--- config.mk ---
export PLATFORM = sky130hd
export DESIGN_NAME = instr_exec_unit
export DESIGN_NICKNAME = d
export VERILOG_FILES = /design/src/rtl/instr_register_pkg.sv /design/src/rtl/instr_exec_unit.sv
export SDC_FILE = /design/constraint.sdc
export NUM_CORES = 2
export LEC_CHECK = 0
export ABC_AREA = 1
export CAP_MARGIN = 20
export CORE_MARGIN = 3
export CORE_UTILIZATION = 50
export DETAILED_ROUTE_END_ITERATION = 16
export HOLD_SLACK_MARGIN = 0.06
export PLACE_DENSITY = 0.67
export SLEW_MARGIN = 30
export SYNTH_ARGS = -nofsm -noshare
export SYNTH_HDL_FRONTEND = slang
export SYNTH_SLANG_ARGS = --single-unit
--- constraint.sdc ---
create_clock -name clk -period 11.4 [get_ports clk]
set_input_delay 2.28 -clock clk [delete_from_list [all_inputs] [get_ports clk]]
set_output_delay 2.28 -clock clk [all_outputs]
set_load 0.05 [all_outputs]
--- src/rtl/instr_register_pkg.sv ---
`default_nettype none
// ============================================================================
//  Package     : instr_register_pkg
//  Description : Shared types for the instruction register and the execution
//                stage: opcode encoding, operand, result and address types.
//  Revision    : 1.0 - initial release
// ============================================================================
package instr_register_pkg;

  // Encodings 8..15 are deliberately unassigned; the execution stage flags
  // them as illegal.
  typedef enum logic [3:0] {
    ZERO  = 4'd0,
    PASSA = 4'd1,
    PASSB = 4'd2,
    ADD   = 4'd3,
    SUB   = 4'd4,
    MULT  = 4'd5,
    DIV   = 4'd6,
    MOD   = 4'd7
  } opcode_t;

  typedef logic signed [31:0] operand_t;
  typedef logic signed [63:0] operand_res;
  typedef logic        [4:0]  address_t;

endpackage
`default_nettype wire

--- src/rtl/instr_exec_unit.sv ---
`default_nettype none
// ============================================================================
//  Module      : instr_exec_unit
//  Description : Execution stage behind the instruction register. Computes a
//                64-bit signed result per instruction and hands it to
//                write-back over a valid/ready handshake. ZERO/PASSA/PASSB/
//                ADD/SUB/MULT complete in one cycle; DIV/MOD use an iterative
//                restoring divider on operand magnitudes.
//  Revision    : 1.0 - initial release
//
//  Ports
//    clk            clock, rising edge
//    reset_n        synchronous active-low reset
//    in_valid/ready upstream handshake; in_addr, in_opc, in_op_a, in_op_b
//                   are captured on the accepting edge
//    out_valid/ready downstream handshake for the result
//    out_addr/opc   address and opcode of the completed instruction
//    out_result     64-bit signed result
//    out_div_zero   DIV/MOD issued with a zero divisor
//    out_illegal    opcode in the range 8..15
//    instr_count    number of completed output handshakes (wraps)
// ============================================================================
module instr_exec_unit
  import instr_register_pkg::*;
#(
  parameter int DIV_BITS_PER_CYCLE = 1   // 1, 2 or 4
) (
  input  logic        clk,
  input  logic        reset_n,
  input  logic        in_valid,
  output logic        in_ready,
  input  address_t    in_addr,
  input  opcode_t     in_opc,
  input  operand_t    in_op_a,
  input  operand_t    in_op_b,
  output logic        out_valid,
  input  logic        out_ready,
  output address_t    out_addr,
  output opcode_t     out_opc,
  output operand_res  out_result,
  output logic        out_div_zero,
  output logic        out_illegal,
  output logic [15:0] instr_count
);

  localparam int            ITERS      = 32 / DIV_BITS_PER_CYCLE;
  localparam int            CW         = $clog2(ITERS);
  localparam logic [CW-1:0] ITER_FIRST = CW'(ITERS - 1);

  typedef enum logic [1:0] {
    S_IDLE   = 2'd0,
    S_DIVIDE = 2'd1,
    S_DONE   = 2'd2
  } state_t;

  state_t      state_q;
  logic [CW-1:0] cnt_q;
  logic [31:0] dvd_q;     // dividend shifts out the top, quotient shifts in
  logic [31:0] rem_q;     // partial remainder
  logic [31:0] dsr_q;     // divisor magnitude
  logic        qneg_q;    // quotient must be negated
  logic        rneg_q;    // remainder must be negated (dividend sign)
  logic        mod_q;     // remainder requested instead of quotient
  address_t    addr_q;
  opcode_t     opc_q;

  logic        out_valid_q;
  operand_res  out_result_q;
  address_t    out_addr_q;
  opcode_t     out_opc_q;
  logic        out_div_zero_q;
  logic        out_illegal_q;
  logic [15:0] count_q;

  // --------------------------------------------------------------------------
  // Accept logic and single-cycle datapath
  // --------------------------------------------------------------------------
  logic        w_in_ready;
  logic        w_accept;
  logic        w_is_div;
  logic        w_b_zero;
  logic        w_div_start;
  operand_res  w_a64;
  operand_res  w_b64;
  operand_res  w_result;
  logic [31:0] w_a_u;
  logic [31:0] w_b_u;
  logic [31:0] w_a_mag;
  logic [31:0] w_b_mag;

  assign w_in_ready  = reset_n &&
                       ((state_q == S_IDLE) || ((state_q == S_DONE) && out_ready));
  assign w_accept    = in_valid && w_in_ready;
  assign w_is_div    = (in_opc == DIV) || (in_opc == MOD);
  assign w_b_zero    = (in_op_b == '0);
  assign w_div_start = w_is_div && !w_b_zero;

  assign w_a64 = operand_res'(in_op_a);
  assign w_b64 = operand_res'(in_op_b);

  // Two's-complement magnitude; INT_MIN maps to 0x8000_0000 unsigned.
  assign w_a_u   = in_op_a;
  assign w_b_u   = in_op_b;
  assign w_a_mag = w_a_u[31] ? (~w_a_u + 32'd1) : w_a_u;
  assign w_b_mag = w_b_u[31] ? (~w_b_u + 32'd1) : w_b_u;

  // Divide-by-zero and illegal opcodes fall through to a zero result.
  always_comb begin
    w_result = '0;
    case (in_opc)
      PASSA:   w_result = w_a64;
      PASSB:   w_result = w_b64;
      ADD:     w_result = w_a64 + w_b64;
      SUB:     w_result = w_a64 - w_b64;
      MULT:    w_result = w_a64 * w_b64;
      default: w_result = '0;
    endcase
  end

  // --------------------------------------------------------------------------
  // Restoring divide step: DIV_BITS_PER_CYCLE quotient bits per cycle
  // --------------------------------------------------------------------------
  logic [31:0] w_dvd_d;
  logic [31:0] w_rem_d;
  logic [32:0] w_sh;
  logic [63:0] w_q64;
  logic [63:0] w_r64;
  logic [63:0] w_div_res;

  always_comb begin
    w_dvd_d = dvd_q;
    w_rem_d = rem_q;
    w_sh    = '0;
    for (int k = 0; k < DIV_BITS_PER_CYCLE; k++) begin
      w_sh    = {w_rem_d, w_dvd_d[31]};
      w_dvd_d = {w_dvd_d[30:0], 1'b0};
      if (w_sh >= {1'b0, dsr_q}) begin
        w_sh       = w_sh - {1'b0, dsr_q};
        w_dvd_d[0] = 1'b1;
      end
      w_rem_d = w_sh[31:0];
    end
  end

  // Sign fix-up applied to the final step's output as the FSM enters DONE.
  assign w_q64     = {32'd0, w_dvd_d};
  assign w_r64     = {32'd0, w_rem_d};
  assign w_div_res = mod_q ? (rneg_q ? (~w_r64 + 64'd1) : w_r64)
                           : (qneg_q ? (~w_q64 + 64'd1) : w_q64);

  // --------------------------------------------------------------------------
  // FSM and registered outputs
  // --------------------------------------------------------------------------
  always_ff @(posedge clk) begin
    if (!reset_n) begin
      state_q        <= S_IDLE;
      cnt_q          <= '0;
      dvd_q          <= '0;
      rem_q          <= '0;
      dsr_q          <= '0;
      qneg_q         <= 1'b0;
      rneg_q         <= 1'b0;
      mod_q          <= 1'b0;
      addr_q         <= '0;
      opc_q          <= ZERO;
      out_valid_q    <= 1'b0;
      out_result_q   <= '0;
      out_addr_q     <= '0;
      out_opc_q      <= ZERO;
      out_div_zero_q <= 1'b0;
      out_illegal_q  <= 1'b0;
      count_q        <= '0;
    end else begin
      // Output handshake retires the current result; a load below may
      // immediately replace it.
      if (out_valid_q && out_ready) begin
        count_q     <= count_q + 16'd1;
        out_valid_q <= 1'b0;
      end

      case (state_q)
        S_IDLE, S_DONE: begin
          if (w_accept) begin
            if (w_div_start) begin
              state_q <= S_DIVIDE;
              cnt_q   <= ITER_FIRST;
              dvd_q   <= w_a_mag;
              rem_q   <= '0;
              dsr_q   <= w_b_mag;
              qneg_q  <= in_op_a[31] ^ in_op_b[31];
              rneg_q  <= in_op_a[31];
              mod_q   <= (in_opc == MOD);
              addr_q  <= in_addr;
              opc_q   <= in_opc;
            end else begin
              state_q        <= S_DONE;
              out_valid_q    <= 1'b1;
              out_result_q   <= w_result;
              out_addr_q     <= in_addr;
              out_opc_q      <= in_opc;
              out_div_zero_q <= w_is_div && w_b_zero;
              out_illegal_q  <= in_opc[3];
            end
          end else if ((state_q == S_DONE) && out_ready) begin
            state_q <= S_IDLE;
          end
        end

        S_DIVIDE: begin
          dvd_q <= w_dvd_d;
          rem_q <= w_rem_d;
          if (cnt_q == '0) begin
            state_q        <= S_DONE;
            out_valid_q    <= 1'b1;
            out_result_q   <= w_div_res;
            out_addr_q     <= addr_q;
            out_opc_q      <= opc_q;
            out_div_zero_q <= 1'b0;
            out_illegal_q  <= 1'b0;
          end else begin
            cnt_q <= cnt_q - CW'(1);
          end
        end

        default: state_q <= S_IDLE;
      endcase
    end
  end

  assign in_ready     = w_in_ready;
  assign out_valid    = out_valid_q;
  assign out_result   = out_result_q;
  assign out_addr     = out_addr_q;
  assign out_opc      = out_opc_q;
  assign out_div_zero = out_div_zero_q;
  assign out_illegal  = out_illegal_q;
  assign instr_count  = count_q;

endmodule
`default_nettype wire

Word-level counts from Yosys, hierarchy flattened. Cells that the tools add are included.

Memory bits (read-only): 0. Bits in writable memories: 0. Register bits after elaboration: 207. Bits in latches: 0. Input bits: 77. Logic and storage cells: 114. Output and inout bits: 93. Memories kept: 0.

$add $sub $neg: 9. Shifts and indexed selects: 0. $lt $le $gt $ge: 1. Div/mod/pow operators: 0. Mux-type cells: 47. Reductions and logical operators: 19. Equality and inequality tests: 15. Bitwise logic cells: 5. Multipliers: 1.

Operators with widths (count): $mux W64 (6); $pmux W64 S5 (1); $mux W32 (7); $add A64 B1 Y64 const B (2); $not A32 Y64 (2); $pmux W32 S2 (2); $pmux W64 S2 (1); $add A32 B1 Y32 const B (2); $mul A32 B32 Y64 (1); $not A32 Y32 (2); $add A32 B32 Y33 (1); $ge A33 B32 Y1 (1); $sub A32 B32 Y33 (1); $logic_not A32 Y1 (1); $sub A32 B32 Y32 (1); $mux W5 (6); $pmux W5 S2 (2); $add A16 B1 Y16 const B (1); $eq A4 B3 Y1 const B (4); $mux W4 (3); $mux W1 (10); $ne A2 B2 Y1 const B (5); $eq A4 B2 Y1 const B (2); $mux W2 (4); 19 further kinds (29).

Logic depth before layout (Yosys ltp).
Depth after elaboration: 8. Mapped depth: 38. Mapped depth without buffers: 36.

Worst setup path after synthesis. Ideal clock, no wire load.

Path kind: input port to flip-flop. Start point: input port in_op_a[31]. End point: register out_result_q[58] (netlist: out_result[58]). Data required time: 11278 ps. Setup slack: 1560 ps. Setup time: 122 ps. Data arrival time: 9718 ps. Stages on the path: 30. Buffers on the path: 3. Cells stage by stage: clkbuf_1 > clkbuf_1 > clkbuf_1 > nand2_1 > inv_1 > fa_1 > inv_1 > fa_1 > inv_1 > fa_1 > fa_1 > inv_1 > fa_1 > inv_1 > fa_1 > inv_1 > fa_1 > inv_1 > fa_1 > ha_1 > a21oi_1 > inv_1 > a31oi_1 > o21ai_0 > a211oi_1 > nand3_1 > o21ai_0 > nand2_1 > a21oi_1 > a21oi_2.

Word-level cells in the longest chain between the ends: 5. Elaborated cells between the ends (all ways): 7. Classes of those cells: 2 x add/sub; 1 x mul; 4 x mux.

RTL lines: start, declared (RTL line instr_exec_unit.sv:34) `input operand_t in_op_a,`; $mul A32 B32 Y64, or another cell as far along (RTL line instr_exec_unit.sv:115) `MULT: w_result = w_a64 * w_b64;`; $pmux W64 S5 (*) (RTL line instr_exec_unit.sv:110) `case (in_opc)`; $mux W64 (*) (RTL line instr_exec_unit.sv:184) `if (w_div_start) begin`; $mux W64 (*) (RTL line instr_exec_unit.sv:183) `if (w_accept) begin`; $pmux W64 S2 (*) (RTL line instr_exec_unit.sv:181) `case (state_q)`; end signal, assigned (RTL line instr_exec_unit.sv:198) `out_result_q <= w_result;`; end signal, assigned (RTL line instr_exec_unit.sv:215) `out_result_q <= w_div_res;`; end, declared (RTL line instr_exec_unit.sv:68) `operand_res out_result_q;`.

Mark *: on every way between the ends. The rest lies on a longest branch, timed or not. The select of a mux whose other input is x is not followed. A chain may end at the register's enable or synchronous reset.

Final worst setup path.
Start point: input port in_op_b[2]. End point: register out_result_q[46] (netlist: out_result[46]).

Word-level cells in the longest chain between the ends: 5. Elaborated cells between the ends (all ways): 12. Classes of those cells: 2 x add/sub; 1 x mul; 1 x eq/ne; 4 x mux; 4 x reduce/logical.

RTL lines: start, declared (RTL line instr_exec_unit.sv:35) `input operand_t in_op_b,`; $mul A32 B32 Y64, or another cell as far along (RTL line instr_exec_unit.sv:115); $pmux W64 S5 or $logic_not A1 Y1 (tied branches) (RTL line instr_exec_unit.sv:110, instr_exec_unit.sv:96); $mux W64 or $logic_and A1 B1 Y1 (tied branches) (RTL line instr_exec_unit.sv:184, instr_exec_unit.sv:96); $mux W64 or $ne A2 B2 Y1 (tied branches); $pmux W64 S2 or $reduce_and A4 Y1 (tied branches).

Parallel ways exist; a longest one is shown, timed or not. The select of a mux whose other input is x is not followed.

==> impl_metrics.yaml <==
synth:
  yosysWarnings: 0
  synthArstFlopShare: 0
  syn_avg_cell_area_um2: 7.18
  synthSimpleGateAreaFrac: 0.204
  yosys-mux-area-fraction: 0
  synth_seq_cells: 207
  ys_seq_area_frac: 0.0726
  synth_adder_area_share: 0.444
  synth_xor_area_frac: 0.0132
  synth_top_family_by_area: "adder cells"
  synth_edf_count: 0
  synthCells: 7948
  syn_nets: 9400
  synth_compound_area_frac: 0.105
  syn_area_um2: 57100
  yosysUniqueCellTypes: 63
  ys.flop_type: "dfxtp_1"
timing:
  worst_pin_slew_ns: 1.08
  rsz0062_at_grt: "false"
  setup_tns_ns: 0
  fin_crit_sh: 0.926
  maxSlewViolCount: 0
  relSlewSlack: 0.280
  timing.final.setup_violations: 0
  finalCriticalPeriod_ns: 10.56
  final.setup_skew_ns: 0.0155
  fmax_mhz: 94.7
  finalHoldViolations: 0
setup_path:
  r2r_start: "dsr_q[8]"
  path_max_fanout: 36
  rr_endpoint: "out_result[36]"
  worst_path_max_delay_cell: "clkdlybuf4s50_1"
  start_kind: "input pin"
  setup.worst_path.end_class: "flip-flop"
  crit_type: "input pin to flip-flop"
  arrival_ns: 10.98
  rrSetupSlack_ns: 5.95
  critPathRequiredTime_ns: 11.82
  worstRegToRegCells: 29
  startpoint: "in_op_b[2]"
  worst_path_most_repeated_cell: "fa_1"
  crit_path_max_incr_delay_ns: 0.77
layout:
  final_layout_size_suffix_gt1_frac: 0.0503
  final_nets: 9347
  fillCellCount: 11000
  area_delta_synth_final_pct: 6.61
  final_cells: 9412
floorplan:
  start_util: 0.506
  fp-row-count: 123
  dieWidth_um: 344
  ios: 170
  die_h_um: 344
  fp.coreArea_um2: 113000
  die_area_um2: 118000
cts:
  htreeDepth: 1
  postCtsHoldBufs: 0
  cts_inserted_buffers: 21
  cts_setup_buffers: 0
  clockRootBuffer: "clkbuf_16"
  cts_resized: 0
  clock_latency_ns: 0.54
  cts_tree: "yes"
  cts.sinks: 207
  clkTransAtPathRegs_ns: 0.07
  cts_max_path_buffers: 3
grt:
  grt_pass1_wl_um: 317000
  grt_usage: 0.352
  first_global_vias: 52600
  overflow: 0
  grt_start_max_net_pins: 89
  antenna_found_initial: 5
job:
  maxCapViolations: 0
placed_design:
  place_congestion: 1.04
  hpwl_um: 170000
  placed_cells: 9372
  port-buffer-count: 169
detailed_routing:
  drtAntennaViolNets: 0
  avgViaCountPerCell: 5.53
  drt_iter0_markers: 5160
  drc: 0
  routedWlPerCell_um: 21.8
  routed_wl_um: 205000
  drt_pass1_iterations: 8
  num_vias: 52100
hold_path:
  hold_end: "opc_q[3]"
  hold_path_class: "flip-flop to flip-flop"
  hold_start: "opc_q[3]"
  holdPathStages: 2
run_status:
  status: "completed"
-- layout make-up --
type | count | area (um2) | area share
multi-input cells | 5331 | 43800 | 0.720
repair buffers | 328 | 2830 | 0.0466
inverters | 2006 | 7530 | 0.124
flip-flops and latches | 207 | 4140 | 0.0681
clock buffers | 24 | 557 | 0.00915
clock inverters | 13 | 110 | 0.00181
diodes | 3 | 7.51 | 0.000123
well taps | 1500 | 1880 | 0.0309
-- synthesized netlist by cell type (all sizes together), types with 12 or more instances --
| master | instances | area, um2 |
|---|---|---|
| nor3 | 72 | 390 |
| o21ai | 364 | 1840 |
| o21a | 27 | 203 |
| nand4 | 50 | 313 |
| a21oi | 474 | 2460 |
| dfxtp | 207 | 4140 |
| xor2 | 67 | 587 |
| buf | 62 | 360 |
| inv | 2005 | 7530 |
| o21bai | 12 | 90.1 |
| ha | 290 | 3630 |
| o221ai | 12 | 105 |
| xnor2 | 19 | 166 |
| o31ai | 13 | 97.6 |
| nand3 | 235 | 1200 |
| a31oi | 71 | 444 |
| or2 | 35 | 219 |
| nand3b | 37 | 310 |
| nor4 | 17 | 128 |
| a21o | 19 | 143 |
| nand2 | 1939 | 7410 |
| clkbuf | 342 | 1280 |
| fa | 1085 | 21700 |
| nor2 | 398 | 1560 |
| o22ai | 21 | 131 |
-- how the worst max path moves through the flow --
stage / end / cells past startpoint / slack (ns)
finish: out_result[46] / 26 / 0.84
global route: out_result[39] / 30 / 0.68
CTS: out_result[46] / 26 / 1.14
detailed placement: out_result[46] / 26 / 0.60
global placement: out_result[54] / 33 / 0.37
floorplan: out_result[58] / 30 / 1.56
-- stage by stage --
step	hold slack [ns]	setup WS (ns)	utilization	cell area (um2)
finish	0.446	0.839	0.539	60800
global route	0.461	0.679	0.539	60800
CTS	0.444	1.14	0.539	60800
detailed placement	0.434	0.595	0.533	60200
global placement	0.434	0.372	0.533	60200
floorplan	0.425	1.56	-	57100
-- logic make-up after synthesis --
logic type,after synthesis
compound gates,1071
simple gates,2799
fa+ha+maj,1375
flops,207
xor+xnor,86
buf+inv,2410
-- state kept, by name (all words and copies together), names as in the netlist, 2 cells and up --
register,flops
out_result,64
out_addr,5
state_q,2
rem_q,32
opc_q,4
cnt_q,5
instr_count,16
dvd_q,32
dsr_q,32
addr_q,5
out_opc,4
-- placed cells by master, fill, tap and decap left out, drive strengths merged, types with 71 or more instances in the layout --
cell,count
a31oi,71
ha,290
o21ai,364
clkdlybuf4s50,128
nor3,72
nand2,1939
nand3,235
fa,1085
inv,2006
dfxtp,207
buf,198
nor2,398
a21oi,474
-- critical path: cells and delay by family --
kind	cells	cell delay, ns
AO/OA/AOI/OAI	7	1.58
adder cells (fa/ha/maj)	9	4.41
buffers and inverters	4	1.49
AND/OR/NAND/NOR	6	1.19
-- layer usage --
layer | up-vias | GRT usage | part of all wire
met1 | 25800 | 0.492 | 0.42
met5 | - | 0 | 0
li1 | 23500 | - | -
met3 | 451 | 0.0506 | 0.085
met4 | 0 | 0.137 | 0.049
met2 | 2333 | 0.554 | 0.45
Power is left out: the tool's default activity adds up to more than one toggle a clock period on the data nets, which glitch-free logic cannot reach.
